--- config.mk ---
export PLATFORM = sky130hd
export DESIGN_NAME = riscv_mc_controller
export DESIGN_NICKNAME = d
export VERILOG_FILES = /design/src/rtl/riscv_mc_controller.sv
export SDC_FILE = /design/constraint.sdc
export NUM_CORES = 1
export LEC_CHECK = 0
export ABC_AREA = 1
export CAP_MARGIN = 20
export CELL_PAD_IN_SITES_DETAIL_PLACEMENT = 0
export CELL_PAD_IN_SITES_GLOBAL_PLACEMENT = 1
export CORE_MARGIN = 1.5
export CORE_UTILIZATION = 37
export CTS_CLUSTER_DIAMETER = 60
export DETAILED_ROUTE_END_ITERATION = 6
export PLACE_DENSITY = 0.95
export SYNTH_ARGS = -nofsm -noshare
export SYNTH_HDL_FRONTEND = slang
export SYNTH_SLANG_ARGS = --single-unit
--- constraint.sdc ---
create_clock -name clk -period 3.7 [get_ports clk]
set_clock_uncertainty 0.05 [all_clocks]
set_input_delay 0.925 -clock clk [delete_from_list [all_inputs] [get_ports clk]]
set_output_delay 0.925 -clock clk [all_outputs]
set_load 0.005 [all_outputs]
--- src/rtl/riscv_mc_controller.sv ---
// riscv_mc_controller
// Multicycle RV32I control unit. A Moore FSM walks each instruction through
// FETCH/DECODE/execute/writeback states and drives every datapath enable and
// mux select. The ALU operation is decoded from funct3/funct7b5, branches are
// resolved from the ALU Flags in the BRANCH state, retired instructions are
// counted in instret, and an unknown opcode parks the FSM in a sticky trap.
//
// Ports:
//   clk, reset           clock (rising edge), asynchronous active-high reset
//   op, funct3, funct7b5 instruction fields from the instruction register
//   Flags                {N, Z, C, V} from the ALU, used combinationally
//   PCWrite, AdrSrc, MemWrite, IRWrite, RegWrite       datapath strobes/selects
//   ResultSrc, ALUSrcA, ALUSrcB, ImmSrc, ALUControl    datapath mux/op codes
//   illegal              high while trapped on an illegal instruction
//   instret              retired-instruction count (wraps modulo 2^32)
//   state                current FSM state, exposed for observation

module riscv_mc_controller (
  input  logic        clk,
  input  logic        reset,
  input  logic [6:0]  op,
  input  logic [2:0]  funct3,
  input  logic        funct7b5,
  input  logic [3:0]  Flags,
  output logic        PCWrite,
  output logic        AdrSrc,
  output logic        MemWrite,
  output logic        IRWrite,
  output logic        RegWrite,
  output logic [1:0]  ResultSrc,
  output logic [1:0]  ALUSrcA,
  output logic [1:0]  ALUSrcB,
  output logic [2:0]  ImmSrc,
  output logic [3:0]  ALUControl,
  output logic        illegal,
  output logic [31:0] instret,
  output logic [3:0]  state
);

  typedef enum logic [3:0] {
    S_RST      = 4'd0,
    S_FETCH    = 4'd1,
    S_DECODE   = 4'd2,
    S_MEMADR   = 4'd3,
    S_MEMREAD  = 4'd4,
    S_MEMWB    = 4'd5,
    S_MEMWRITE = 4'd6,
    S_EXECR    = 4'd7,
    S_EXECI    = 4'd8,
    S_JAL      = 4'd9,
    S_LUI      = 4'd10,
    S_AUIPC    = 4'd11,
    S_ALUWB    = 4'd12,
    S_BRANCH   = 4'd13,
    S_ILLEGAL  = 4'd14
  } state_t;

  localparam logic [6:0] OP_LOAD   = 7'b0000011;
  localparam logic [6:0] OP_STORE  = 7'b0100011;
  localparam logic [6:0] OP_RTYPE  = 7'b0110011;
  localparam logic [6:0] OP_ITYPE  = 7'b0010011;
  localparam logic [6:0] OP_BRANCH = 7'b1100011;
  localparam logic [6:0] OP_JAL    = 7'b1101111;
  localparam logic [6:0] OP_LUI    = 7'b0110111;
  localparam logic [6:0] OP_AUIPC  = 7'b0010111;

  localparam logic [3:0] ALU_ADD   = 4'b0000;
  localparam logic [3:0] ALU_SUB   = 4'b0001;
  localparam logic [3:0] ALU_AND   = 4'b0010;
  localparam logic [3:0] ALU_OR    = 4'b0011;
  localparam logic [3:0] ALU_SLT   = 4'b0101;
  localparam logic [3:0] ALU_SLL   = 4'b0110;
  localparam logic [3:0] ALU_SRL   = 4'b0111;
  localparam logic [3:0] ALU_XOR   = 4'b1000;
  localparam logic [3:0] ALU_SLTU  = 4'b1001;
  localparam logic [3:0] ALU_SRA   = 4'b1010;
  localparam logic [3:0] ALU_LUI   = 4'b1011;
  localparam logic [3:0] ALU_AUIPC = 4'b1100;

  state_t      state_q, state_d;
  logic        rst_seen_q;   // set on the first edge after reset release
  logic [31:0] instret_q;
  logic [2:0]  imm_dec;
  logic [3:0]  alu_funct;
  logic        branch_ok;
  logic        taken;
  logic        flag_n, flag_z, flag_v;
  logic        flags_c_unused;

  assign flag_n         = Flags[3];
  assign flag_z         = Flags[2];
  assign flag_v         = Flags[0];
  assign flags_c_unused = Flags[1];

  // Immediate format follows the opcode alone.
  always_comb begin
    imm_dec = 3'b000;
    case (op)
      OP_LOAD, OP_ITYPE: imm_dec = 3'b000;
      OP_STORE:          imm_dec = 3'b001;
      OP_BRANCH:         imm_dec = 3'b010;
      OP_LUI, OP_AUIPC:  imm_dec = 3'b011;
      OP_JAL:            imm_dec = 3'b100;
      default:           imm_dec = 3'b000;
    endcase
  end

  // funct decode shared by EXECR and EXECI; only register-register ops use
  // funct7b5 to select SUB, since ADDI carries immediate bits there.
  always_comb begin
    alu_funct = ALU_ADD;
    case (funct3)
      3'b000:  alu_funct = (op == OP_RTYPE && funct7b5) ? ALU_SUB : ALU_ADD;
      3'b001:  alu_funct = ALU_SLL;
      3'b010:  alu_funct = ALU_SLT;
      3'b011:  alu_funct = ALU_SLTU;
      3'b100:  alu_funct = ALU_XOR;
      3'b101:  alu_funct = funct7b5 ? ALU_SRA : ALU_SRL;
      3'b110:  alu_funct = ALU_OR;
      default: alu_funct = ALU_AND;
    endcase
  end

  // Supported branches and their taken condition from the SUB flags.
  always_comb begin
    branch_ok = 1'b0;
    taken     = 1'b0;
    case (funct3)
      3'b000: begin branch_ok = 1'b1; taken = flag_z;               end
      3'b001: begin branch_ok = 1'b1; taken = !flag_z;              end
      3'b100: begin branch_ok = 1'b1; taken = flag_n ^ flag_v;      end
      3'b101: begin branch_ok = 1'b1; taken = !(flag_n ^ flag_v);   end
      default: begin branch_ok = 1'b0; taken = 1'b0;                end
    endcase
  end

  always_ff @(posedge clk or posedge reset) begin
    if (reset) begin
      state_q    <= S_RST;
      rst_seen_q <= 1'b0;
      instret_q  <= 32'd0;
    end else begin
      state_q    <= state_d;
      rst_seen_q <= 1'b1;
      // These states always retire into FETCH on this edge.
      if (state_q == S_MEMWB || state_q == S_MEMWRITE ||
          state_q == S_ALUWB || state_q == S_BRANCH)
        instret_q <= instret_q + 32'd1;
    end
  end

  always_comb begin
    state_d    = state_q;
    PCWrite    = 1'b0;
    AdrSrc     = 1'b0;
    MemWrite   = 1'b0;
    IRWrite    = 1'b0;
    RegWrite   = 1'b0;
    ResultSrc  = 2'b00;
    ALUSrcA    = 2'b00;
    ALUSrcB    = 2'b00;
    ALUControl = ALU_ADD;
    illegal    = 1'b0;
    // RST and ILLEGAL drive every output to zero, ImmSrc included.
    ImmSrc     = (state_q == S_RST || state_q == S_ILLEGAL) ? 3'b000 : imm_dec;
    case (state_q)
      S_RST: begin
        // Hold RST for one edge after release so FETCH lands on the second.
        state_d = rst_seen_q ? S_FETCH : S_RST;
      end
      S_FETCH: begin
        IRWrite   = 1'b1;
        PCWrite   = 1'b1;
        ALUSrcB   = 2'b10;
        ResultSrc = 2'b10;
        state_d   = S_DECODE;
      end
      S_DECODE: begin
        ALUSrcA = 2'b01;
        ALUSrcB = 2'b01;
        case (op)
          OP_LOAD, OP_STORE: state_d = S_MEMADR;
          OP_RTYPE:          state_d = S_EXECR;
          OP_ITYPE:          state_d = S_EXECI;
          OP_BRANCH:         state_d = branch_ok ? S_BRANCH : S_ILLEGAL;
          OP_JAL:            state_d = S_JAL;
          OP_LUI:            state_d = S_LUI;
          OP_AUIPC:          state_d = S_AUIPC;
          default:           state_d = S_ILLEGAL;
        endcase
      end
      S_MEMADR: begin
        ALUSrcA = 2'b10;
        ALUSrcB = 2'b01;
        state_d = (op == OP_STORE) ? S_MEMWRITE : S_MEMREAD;
      end
      S_MEMREAD: begin
        AdrSrc  = 1'b1;
        state_d = S_MEMWB;
      end
      S_MEMWB: begin
        ResultSrc = 2'b01;
        RegWrite  = 1'b1;
        state_d   = S_FETCH;
      end
      S_MEMWRITE: begin
        AdrSrc   = 1'b1;
        MemWrite = 1'b1;
        state_d  = S_FETCH;
      end
      S_EXECR: begin
        ALUSrcA    = 2'b10;
        ALUControl = alu_funct;
        state_d    = S_ALUWB;
      end
      S_EXECI: begin
        ALUSrcA    = 2'b10;
        ALUSrcB    = 2'b01;
        ALUControl = alu_funct;
        state_d    = S_ALUWB;
      end
      S_JAL: begin
        // Link value OldPC+4 is computed here while PC takes ALUOut (target).
        ALUSrcA = 2'b01;
        ALUSrcB = 2'b10;
        PCWrite = 1'b1;
        state_d = S_ALUWB;
      end
      S_LUI: begin
        ALUSrcB    = 2'b01;
        ALUControl = ALU_LUI;
        state_d    = S_ALUWB;
      end
      S_AUIPC: begin
        ALUSrcA    = 2'b01;
        ALUSrcB    = 2'b01;
        ALUControl = ALU_AUIPC;
        state_d    = S_ALUWB;
      end
      S_ALUWB: begin
        RegWrite = 1'b1;
        state_d  = S_FETCH;
      end
      S_BRANCH: begin
        ALUSrcA    = 2'b10;
        ALUControl = ALU_SUB;
        PCWrite    = taken;
        state_d    = S_FETCH;
      end
      S_ILLEGAL: begin
        illegal = 1'b1;
        state_d = S_ILLEGAL;
      end
      default: begin
        state_d = S_RST;
      end
    endcase
  end

  assign instret = instret_q;
  assign state   = state_q;

endmodule

==> flow_metrics.env, run 1 <==
export IMPL_cts_root_buf="clkbuf_8"
export IMPL_critPathBufInv=3
export IMPL_muxShareOfSynthArea=0
export IMPL_clk_pin_slew_ns=0.07
export IMPL_cts_made_buffers=5
export IMPL_cts_setup_buffers=0
export IMPL_rows=31
export IMPL_grt_pass1_wl_mm=11.8
export IMPL_syn_to_final_growth_pct=32.9
export IMPL_synth_simple_area_share=0.473
export IMPL_slew_violations=0
export IMPL_setup_viol=0
export IMPL_hpwl_mm=5.34
export IMPL_port_buffers=70
export IMPL_diodes=0
export IMPL_syn_avg_cell_area_um2=6.66
export IMPL_finalHoldViolCount=0
export IMPL_hp_class="flip-flop to flip-flop"
export IMPL_finalNonFillerCells=593
export IMPL_power_mw=1.55
export IMPL_drive_gt1_frac=0.111
export IMPL_ys_warn_count=0
export IMPL_first_pass_iters=4
export IMPL_crit_arrival_ns=2.61
export IMPL_start_util=0.384
export IMPL_slowest_stage="clkdlybuf4s50_1"
export IMPL_min_period_ns=3.58
export IMPL_synth_edf_count=0
export IMPL_mostFrequentLayoutCell="nand2_1"
export IMPL_fmax_mhz=279
export IMPL_status="finished clean"
export IMPL_global_route_overflow_total=0
export IMPL_synth_fa_ha_area_frac=0.00449
export IMPL_max_cap_violations=0
export IMPL_final_cell_mix="nand2_1 (133), clkdlybuf4s50_1 (70), nor2_1 (63), inv_1 (52), dfrtp_1 (37)"
export IMPL_crit_path_max_fanout=6
export IMPL_ir_drop_mv=0.244
export IMPL_grt_max_degree=38
export IMPL_antenna_found_initial=0
export IMPL_nets=511
export IMPL_dp_cells=585
export IMPL_synth_cells=418
export IMPL_dpl_worst_slack_ns=0.0551
export IMPL_dr_first_iter_drc_count=94
export IMPL_async_flop_share=1.00
export IMPL_track_usage=0.173
export IMPL_layout_setup_ws_ns=0.119
export IMPL_ys_flop_type="dfrtp_1"
export IMPL_vias=2802
export IMPL_synth_compound_area_share=0.0355
export IMPL_start_kind="primary input"
export IMPL_gp_congestion=0.861
export IMPL_ys_types=33
export IMPL_crit_top_cell="nand2_1"
export IMPL_final_period_utilization=0.968
export IMPL_avgRoutedWirePerCell_um=11.5
export IMPL_critPathCaptureType="output pin"
export IMPL_grt_pass1_vias=2608
export IMPL_tns_ns=0
export IMPL_clk_latency_ns=0.28
export IMPL_io_pin_count=72
export IMPL_drc=0
export IMPL_avgViaCountPerCell=4.73
export IMPL_max_stage_delay_ns=0.51
export IMPL_clkSinkCount=37
export IMPL_syn_area_um2=2790
export IMPL_rsz0062_at_grt="no"
export IMPL_routed_wl_mm=6.81
export IMPL_synth_xor_area_share=0.0615
export IMPL_dieArea_um2=8060
export IMPL_ctsLongestPathBuffers=2
export IMPL_cp_required_ns=2.72
export IMPL_antenna_left=0
export IMPL_yosysSeqAreaShare=0.332
export IMPL_p_per_area_nw_per_um2=419
export IMPL_synth_top_area_frac=0.332
export IMPL_coreArea_um2=7250
export IMPL_path_cells="clkdlybuf4s50_1 > inv_2 > nand2_1 > nor2_2 > nand3_1 > nand2_1 > nand2_1 > nand3_1 > clkdlybuf4s50_1"
export IMPL_syn_nets=436
export IMPL_cp_top_family="buffers and inverters"
export IMPL_ys_top_cells_by_area="dfrtp_1 (33%), nand2_1 (18%), nor2_1 (9.0%), inv_1 (7.1%), nand3_1 (4.1%)"
export IMPL_ctsHoldBuffers=0
export IMPL_cts_tree="done"
export IMPL_dieWidth_um=89.8
export IMPL_ys_ff_latch=37
export IMPL_synth_top_family_by_area="simple AND/OR/NAND/NOR gates"
export IMPL_fp_dieH_um=89.8
export IMPL_leakage_nw=1.72
export IMPL_criticalPathCategory="primary input to output pin"
export IMPL_synth_top_cell_by_area="dfrtp_1"
export IMPL_htreeDepth=2
==> synthesized netlist by cell type (2+ instances only) <==
| cell type | count |
|---|---|
| a21oi_1 | 5 |
| buf_4 | 2 |
| dfrtp_1 | 37 |
| inv_1 | 53 |
| inv_2 | 4 |
| nand2_1 | 134 |
| nand2_2 | 14 |
| nand2_4 | 3 |
| nand3_1 | 23 |
| nand3b_1 | 4 |
| nand4_1 | 16 |
| nor2_1 | 67 |
| nor2_2 | 5 |
| nor2_4 | 4 |
| nor2_8 | 2 |
| nor3_1 | 5 |
| o21ai_0 | 8 |
| o22ai_1 | 3 |
| xnor2_1 | 6 |
| xnor2_2 | 3 |
| xor2_1 | 8 |
==> per-stage QoR <==
step	util	hold slack [ns]	cell area, µm²
2_1_floorplan	-	0.452	2790
3_3_place_gp	0.494	0.456	3580
3_5_place_dp	0.494	0.458	3580
4_1_cts	0.508	0.469	3680
5_1_grt	0.510	0.491	3700
6_report	0.510	0.465	3700
==> routing by layer <==
metal	wire length [µm]	part of all wire	track usage
met1	3040	0.45	0.210
met2	3520	0.52	0.323
met3	196	0.029	0.0271
met4	55	0.0081	0.0317
met5	0	0	0
==> cell families (layout without fill, tap and decap cells) <==
family	count (synthesis)	count (layout)
fa+ha+maj	1	1
buf+inv	61	137
flops	37	37
simple gates	283	283
compound gates	18	18
xor+xnor	17	17
other cells	1	1
==> area by class of cell <==
| cell class | count | area [µm²] |
|---|---|---|
| Tap cell | 99 | 124 |
| Clock buffer | 7 | 96.3 |
| Fill cell | 732 | 3550 |
| Sequential cell | 37 | 926 |
| Multi-Input combinational cell | 320 | 1620 |
| Timing Repair Buffer | 72 | 716 |
| Clock inverter | 1 | 5.00 |
| Inverter | 57 | 214 |
==> state kept, by name, summed over array words and instances, names as in the netlist <==
| name | count |
|---|---|
| state | 4 |
| instret | 32 |
| rst_seen_q | 1 |
==> final timing paths <==
kind / from / end / slack [ns] / cells after the start
worst min register to register: instret[8] / instret[8] / 0.46 / 1
max in group asynchronous: reset / instret[19] / 2.27 / 3
min in group asynchronous: reset / instret[6] / 1.00 / 3
worst max-delay path: funct3[1] / ALUControl[0] / 0.12 / 9
worst min-delay path: instret[8] / instret[8] / 0.46 / 1
worst max register to register: instret[0] / instret[12] / 2.04 / 7
==> power by group <==
part	switching, mW	total [mW]	internal (mW)	leakage [nW]
logic	0.386	0.709	0.323	1.16
registers	0.0796	0.531	0.452	0.503
clock network	0.143	0.311	0.168	0.0542
==> what timing repair did <==
action / CTS / global route
endpoints found under the hold margin: 0 / 0
resized for setup: 0 / 7
setup endpoints to repair: 0 / 4
No activity file was read; power rests on OpenSTA's default activity.
==> run 2: changes to the inputs <==
--- a/config.mk
+++ b/config.mk
@@ -14,6 +14,7 @@
 export CTS_CLUSTER_DIAMETER = 60
 export DETAILED_ROUTE_END_ITERATION = 6
 export PLACE_DENSITY = 0.95
+export SLEW_MARGIN = 20
 export SYNTH_ARGS = -nofsm -noshare
 export SYNTH_HDL_FRONTEND = slang
 export SYNTH_SLANG_ARGS = --single-unit
==> results of run 2 <==
The final DEF is identical to that of run 1; final timing and power are the same.
==> run 3: changes to the inputs <==
--- a/config.mk
+++ b/config.mk
@@ -13,6 +13,7 @@
 export CORE_UTILIZATION = 37
 export CTS_CLUSTER_DIAMETER = 60
 export DETAILED_ROUTE_END_ITERATION = 6
+export GPL_ROUTABILITY_DRIVEN = 0
 export PLACE_DENSITY = 0.95
 export SLEW_MARGIN = 20
 export SYNTH_ARGS = -nofsm -noshare
==> results of run 3 <==
The final DEF is identical to that of run 1; final timing and power are the same.
==> edit 1, RTL diff (settings of run 3) <==
Register the inputs `op`, `funct3`, `funct7b5` and `Flags` before use. The logic sees them one clock later. Comments in the files are not updated.
--- a/src/rtl/riscv_mc_controller.sv
+++ b/src/rtl/riscv_mc_controller.sv
@@ -77,6 +77,18 @@
   localparam logic [3:0] ALU_LUI   = 4'b1011;
   localparam logic [3:0] ALU_AUIPC = 4'b1100;
 
+  logic [6:0] op_q;
+  logic [2:0] funct3_q;
+  logic funct7b5_q;
+  logic [3:0] Flags_q;
+
+  always_ff @(posedge clk) begin
+    op_q       <= op;
+    funct3_q   <= funct3;
+    funct7b5_q <= funct7b5;
+    Flags_q    <= Flags;
+  end
+
   state_t      state_q, state_d;
   logic        rst_seen_q;   // set on the first edge after reset release
   logic [31:0] instret_q;
@@ -87,15 +99,15 @@
   logic        flag_n, flag_z, flag_v;
   logic        flags_c_unused;
 
-  assign flag_n         = Flags[3];
-  assign flag_z         = Flags[2];
-  assign flag_v         = Flags[0];
-  assign flags_c_unused = Flags[1];
+  assign flag_n         = Flags_q[3];
+  assign flag_z         = Flags_q[2];
+  assign flag_v         = Flags_q[0];
+  assign flags_c_unused = Flags_q[1];
 
   // Immediate format follows the opcode alone.
   always_comb begin
     imm_dec = 3'b000;
-    case (op)
+    case (op_q)
       OP_LOAD, OP_ITYPE: imm_dec = 3'b000;
       OP_STORE:          imm_dec = 3'b001;
       OP_BRANCH:         imm_dec = 3'b010;
@@ -109,13 +121,13 @@
   // funct7b5 to select SUB, since ADDI carries immediate bits there.
   always_comb begin
     alu_funct = ALU_ADD;
-    case (funct3)
-      3'b000:  alu_funct = (op == OP_RTYPE && funct7b5) ? ALU_SUB : ALU_ADD;
+    case (funct3_q)
+      3'b000:  alu_funct = (op_q == OP_RTYPE && funct7b5_q) ? ALU_SUB : ALU_ADD;
       3'b001:  alu_funct = ALU_SLL;
       3'b010:  alu_funct = ALU_SLT;
       3'b011:  alu_funct = ALU_SLTU;
       3'b100:  alu_funct = ALU_XOR;
-      3'b101:  alu_funct = funct7b5 ? ALU_SRA : ALU_SRL;
+      3'b101:  alu_funct = funct7b5_q ? ALU_SRA : ALU_SRL;
       3'b110:  alu_funct = ALU_OR;
       default: alu_funct = ALU_AND;
     endcase
@@ -125,7 +137,7 @@
   always_comb begin
     branch_ok = 1'b0;
     taken     = 1'b0;
-    case (funct3)
+    case (funct3_q)
       3'b000: begin branch_ok = 1'b1; taken = flag_z;               end
       3'b001: begin branch_ok = 1'b1; taken = !flag_z;              end
       3'b100: begin branch_ok = 1'b1; taken = flag_n ^ flag_v;      end
@@ -178,7 +190,7 @@
       S_DECODE: begin
         ALUSrcA = 2'b01;
         ALUSrcB = 2'b01;
-        case (op)
+        case (op_q)
           OP_LOAD, OP_STORE: state_d = S_MEMADR;
           OP_RTYPE:          state_d = S_EXECR;
           OP_ITYPE:          state_d = S_EXECI;
@@ -192,7 +204,7 @@
       S_MEMADR: begin
         ALUSrcA = 2'b10;
         ALUSrcB = 2'b01;
-        state_d = (op == OP_STORE) ? S_MEMWRITE : S_MEMREAD;
+        state_d = (op_q == OP_STORE) ? S_MEMWRITE : S_MEMREAD;
       end
       S_MEMREAD: begin
         AdrSrc  = 1'b1;
Behaviour: not the same (a bounded check fails within 4 cycles, from zero or initial values and one cycle with reset high).
==> edit 1 against run 3 <==
Area after synthesis increased by 7.0%. Synthesized cell count rose by 8.9%. Sequential power grew 28%. Core utilization shrank 1.2 points. Maximum frequency rose by 17%. Power rose by 8.6%. Final area increased by 4.6%. Register-to-register slack worse by 0.12 ns. Routed wire length increased by 9.0%. Sequential cell count grew 14. Worst hold slack better by 0.0058 ns. Worst setup slack better by 0.52 ns. Combinational power shrank 4.4%. Clock power up 4%. Largest cell class unchanged. Highest routed layer unchanged.
==> edit 1: results (changes against run 3) <==
\begin{tabular}{lr}
\hline
Metric & Value \\
\hline
\multicolumn{2}{l}{\textbf{Synthesis}} \\
\quad Number of distinct library cells after synthesis & 29 (-12\%) \\
\quad Gate count of the mapped netlist & 455 (+8.9\%) \\
\quad Sequential element share of the synthesized area & 0.405 (+0.0724) \\
\quad Leading cell types by count after synthesis & nand2\_1, nor2\_1, inv\_1, dfrtp\_1, nand3\_1 \\
\quad Number of nets in the synthesized netlist & 473 (+8.5\%) \\
\quad Async SR Flop Fraction & 0.725 (-0.275) \\
\quad Top area cells in the synthesized netlist & dfrtp\_1, nand2\_1, nor2\_1 \\
\quad Synth Area in Adders & 0.00420 (-0.000292) \\
\quad Synthesized-area fraction occupied by ao, oa, aoi and oai cells & 0.0332 (-0.00231) \\
\quad Post-synthesis share of cell area spent on xor and xnor gates & 0.0470 (-0.0145) \\
\multicolumn{2}{l}{\textbf{Run status}} \\
\quad Run status & finished clean \\
\multicolumn{2}{l}{\textbf{Global routing}} \\
\quad GR met1 Demand/Resource & 0.251 (+0.0400) \\
\quad Global-route wire length before repair & 12900 um (+9.8\%) \\
\quad GRT Util Overall & 0.187 (+0.0142) \\
\quad Met3 Use GR & 0.0255 (-0.00162) \\
\quad Number of global-route vias before repair & 2835 (+8.7\%) \\
\quad Largest net degree at the start of global routing & 29 (-24\%) \\
\quad GR Util met2 & 0.316 (-0.00696) \\
\multicolumn{2}{l}{\textbf{Power}} \\
\quad Maximum resistive drop on vdd & 0.000217 V (-11\%) \\
\quad Leakage Power & 1.72 nW (+0.22\%) \\
\multicolumn{2}{l}{\textbf{Routing}} \\
\quad Wire length on met2 & 3430 um (-2.8\%) \\
\quad Detailed route wirelength on metal3 & 267 um (+36\%) \\
\quad Top layer used by detailed routing & met4 \\
\quad DR iter-0 viols & 172 (+83\%) \\
\quad Post-detailed-route via-to-cell ratio & 4.66 (-1.3\%) \\
\quad DRT met1 WL & 3660 um (+20\%) \\
\quad Final WL & 7430 um (+9.0\%) \\
\multicolumn{2}{l}{\textbf{Layout}} \\
\quad Share of final-layout standard cells stronger than drive strength 1 & 0.0415 (-0.0698) \\
\quad Largest register FFs & 32 (unchanged) \\
\quad Post-layout nets & 547 (+7.0\%) \\
\multicolumn{2}{l}{\textbf{Critical path}} \\
\quad Crit path arrival time & 2.09 ns (-0.52 ns) \\
\quad Crit-path max FO & 8 (+2) \\
\multicolumn{2}{l}{\textbf{Worst hold path}} \\
\quad Type of the most critical hold path & reg2reg \\
\multicolumn{2}{l}{\textbf{Placement}} \\
\quad HPWL after detailed placement & 5830 um (+9.2\%) \\
\multicolumn{2}{l}{\textbf{Timing}} \\
\quad Transition time of the tightest slew-check pin & 0.689 ns \\
\multicolumn{2}{l}{\textbf{Clock tree}} \\
\quad Skew-Pair Late Insertion Delay & 0.31 ns (+0.03 ns) \\
\quad Clock tree buffer depth & 2 (unchanged) \\
\quad Register clock-pin slew on the reported worst setup and hold paths & 0.10 ns (+0.03 ns) \\
\quad Number of buffers inserted during clock tree synthesis & 5 (unchanged) \\
\hline
\end{tabular}
[edit 1: critical path, stage by stage (launching register included)]
cell             delay [ns]
dfrtp_1                0.49
inv_1                  0.07
nor2_1                 0.17
nand3_1                0.12
nand2_1                0.15
inv_1                  0.08
o22ai_1                0.17
clkdlybuf4s50_1        0.54
[edit 1: cell families after synthesis]
family / Yosys count
DFF: 51
xor gates and xnor gates: 16
buffers and inverters: 57
adders and majority gates: 1
and+or+nand+nor: 311
other: 1
AOI/OAI and AO/OA: 18
[edit 1: path summary, 6_finish.rpt]
check	startpoint	cells past startpoint	end	slack (ns)
setup / recovery	state[2]	7	ALUControl[2]	0.64
hold / removal	instret[3]	1	instret[3]	0.47
setup reg to reg	state[1]	8	instret[23]	1.92
hold reg to reg	instret[3]	1	instret[3]	0.47
max in group asynchronous	reset	3	instret[15]	1.88
min in group asynchronous	reset	2	instret[9]	0.97
[edit 1: through the flow]
step           std cells  instance area (um2)  setup slack [ns]  total power [mW]  hold WS [ns]
2_1_floorplan        455                 2980              1.68              1.07         0.452
3_3_place_gp         624                 3790              1.07              1.36         0.458
3_5_place_dp         624                 3790             0.987              1.38         0.462
4_1_cts              632                 3870             0.635              1.70         0.475
5_1_grt              632                 3870             0.423              1.81         0.498
6_report             632                 3870             0.639              1.68         0.471
[edit 1: area by class of cell]
type                    count  area, um2
multi-input cells         347       1550
well taps                 102        128
clock buffers               6       72.6
fillers                   810       3900
clock inverters             2       12.5
flip-flops and latches     51       1210
inverters                  53        199
repair buffers             71        708
[edit 1: power by group]
group / internal (mW) / leakage, nW / switching [mW]
logic: 0.307 / 1.06 / 0.372
registers: 0.610 / 0.621 / 0.0721
clock network: 0.133 / 0.0412 / 0.192
total: 1.05 / 1.72 / 0.635
==> edit 2, RTL diff (settings of run 3) <==
Without the edit above. Reset style: synchronous (`reset`), changed in one clocked block. Comments in the files are not updated.
--- a/src/rtl/riscv_mc_controller.sv
+++ b/src/rtl/riscv_mc_controller.sv
@@ -134,7 +134,7 @@
     endcase
   end
 
-  always_ff @(posedge clk or posedge reset) begin
+  always_ff @(posedge clk) begin
     if (reset) begin
       state_q    <= S_RST;
       rst_seen_q <= 1'b0;
Formal check against the unedited RTL: differs if reset is asserted again (counterexample within 4 cycles, from zero or initial values and one cycle with reset high); with reset held inactive, the same outputs for 10 cycles.
==> edit 2 against run 3 <==
Global-route usage increased by 2.1 points. Count of clock-buffer cells in the layout unchanged. Clock power increased by 18%. Power decreased by 16%. Maximum frequency decreased by 0.71%. Register-to-register slack got worse by 0.29 ns. Routed wire length increased by 5.2%. Final area decreased by 6.4%. Sequential cell count unchanged. Worst setup slack got worse by 0.026 ns. Critical path depth decreased by 1. Area after synthesis decreased by 8.5%. Largest cell class unchanged.
==> edit 2: results (changes against run 3) <==
\begin{tabular}{lr}
\hline
Metric & Value \\
\hline
\multicolumn{2}{l}{\textbf{Run status}} \\
\quad Run status & finished clean \\
\multicolumn{2}{l}{\textbf{Layout}} \\
\quad Final std cell area, no fill & 3460 um2 (-6.4\%) \\
\quad Signal inverters & 64 (+12\%) \\
\quad Post-layout nets & 539 (+5.5\%) \\
\quad Share of final-layout standard cells stronger than drive strength 1 & 0.0632 (-0.0481) \\
\quad Synthesis-to-finish area growth & 35.9\% \\
\quad Data-path buffer share of cell area in the final layout & 0.212 (+0.0183) \\
\quad Area of the multi-input gates & 1530 um2 (-5.4\%) \\
\quad Count of buffers not belonging to the clock network in the layout & 74 (+2.8\%) \\
\quad Fillers & 709 (-3.1\%) \\
\quad Share of final layout cell area taken by clock buffers and inverters & 0.0336 (+0.00621) \\
\quad Reg area & 741 um2 (-20\%) \\
\multicolumn{2}{l}{\textbf{Clock tree}} \\
\quad Post-CTS Setup Repair Bufs & 0 (unchanged) \\
\multicolumn{2}{l}{\textbf{Global routing}} \\
\quad Number of global-route vias before repair & 2560 (-1.8\%) \\
\quad Global-route wire length before repair & 11600 um (-1.2\%) \\
\quad Number of antenna violations at the first check in global routing & 0 (unchanged) \\
\quad GRT Util Overall & 0.194 (+0.0213) \\
\multicolumn{2}{l}{\textbf{Critical path}} \\
\quad Crit-path max FO & 5 (-1) \\
\quad Critical Path Start & funct3[2] \\
\quad Critical R2R Launch & instret[0] \\
\quad Crit path arrival time & 2.63 ns (+0.02 ns) \\
\multicolumn{2}{l}{\textbf{Routing}} \\
\quad Detailed route wirelength on metal3 & 363 um (+85\%) \\
\quad Post-DR wirelength/cell & 11.9 um (+3.7\%) \\
\quad DR iter-0 viols & 178 (+89\%) \\
\quad Final WL & 7170 um (+5.2\%) \\
\quad Total via count in the routed design & 2947 (+5.2\%) \\
\quad Wire length on met2 & 3220 um (-8.8\%) \\
\quad DRT met1 WL & 3530 um (+16\%) \\
\multicolumn{2}{l}{\textbf{Placement}} \\
\quad Cell Count Post-Placement & 594 (+1.5\%) \\
\quad HPWL after detailed placement & 5440 um (+1.9\%) \\
\multicolumn{2}{l}{\textbf{Synthesis}} \\
\quad Number of distinct library cells after synthesis & 26 (-21\%) \\
\quad Sequential element share of the synthesized area & 0.291 (-0.0418) \\
\quad Top area cells in the synthesized netlist & dfxtp\_1, nand2\_1, nor2\_1 \\
\quad Gate count of the mapped netlist & 447 (+6.9\%) \\
\quad Leading cell types by count after synthesis & nand2\_1, nor2\_1, inv\_1, dfxtp\_1, a21oi\_1 \\
\quad Number of nets in the synthesized netlist & 465 (+6.7\%) \\
\quad Post-synth top flop & dfxtp\_1 \\
\multicolumn{2}{l}{\textbf{Power}} \\
\quad Net Sw Frac & 0.336 (-0.0553) \\
\quad Leakage Power & 1.37 nW (-20\%) \\
\multicolumn{2}{l}{\textbf{Worst hold path}} \\
\quad Hold path start & instret[17] \\
\hline
\end{tabular}
==> edit 2: final timing paths <==
check | endpoint | slack [ns] | cells past startpoint
setup reg to reg | instret[16] | 1.75 | 8
setup / recovery | PCWrite | 0.09 | 8
hold reg to reg | instret[17] | 0.46 | 2
hold / removal | instret[17] | 0.46 | 2
==> edit 2: critical path, cell delays in order <==
cell	delay, ns
clkdlybuf4s50_1	0.60
inv_2	0.09
nand2_1	0.10
nor2_1	0.04
a21oi_1	0.11
a21oi_1	0.07
or2_2	0.27
clkdlybuf4s50_1	0.44
==> edit 2: cell families after synthesis <==
| kind of cell | after synthesis | synth area share |
|---|---|---|
| and+or+nand+nor | 277 | 0.459 |
| buffers and inverters | 71 | 0.112 |
| xor gates and xnor gates | 6 | 0.0206 |
| adders and majority gates | 1 | 0.00491 |
| DFF | 37 | 0.291 |
| AOI/OAI and AO/OA | 55 | 0.112 |
==> edit 2: repair_timing <==
action / CTS / global route
endpoints found under the setup margin: 0 / 3
hold buffers: 0 / 0
gates resized for setup: 0 / 7
==> edit 2: metal layers <==
layer  vias to the layer above  track usage
li1                       1547            -
met4                         0       0.0528
met3                         5       0.0356
met5                         -            0
met2                        77        0.311
met1                      1318        0.268
==> edit 2: power groups by stage <==
stage               Clock, mW  Combinational (mW)  Sequential (mW)
global placement            0               0.465            0.469
detailed placement          0               0.475            0.471
floorplan                   0               0.261            0.466
global route            0.396               0.532            0.468
finish                  0.366               0.477            0.463
CTS                     0.377               0.477            0.461
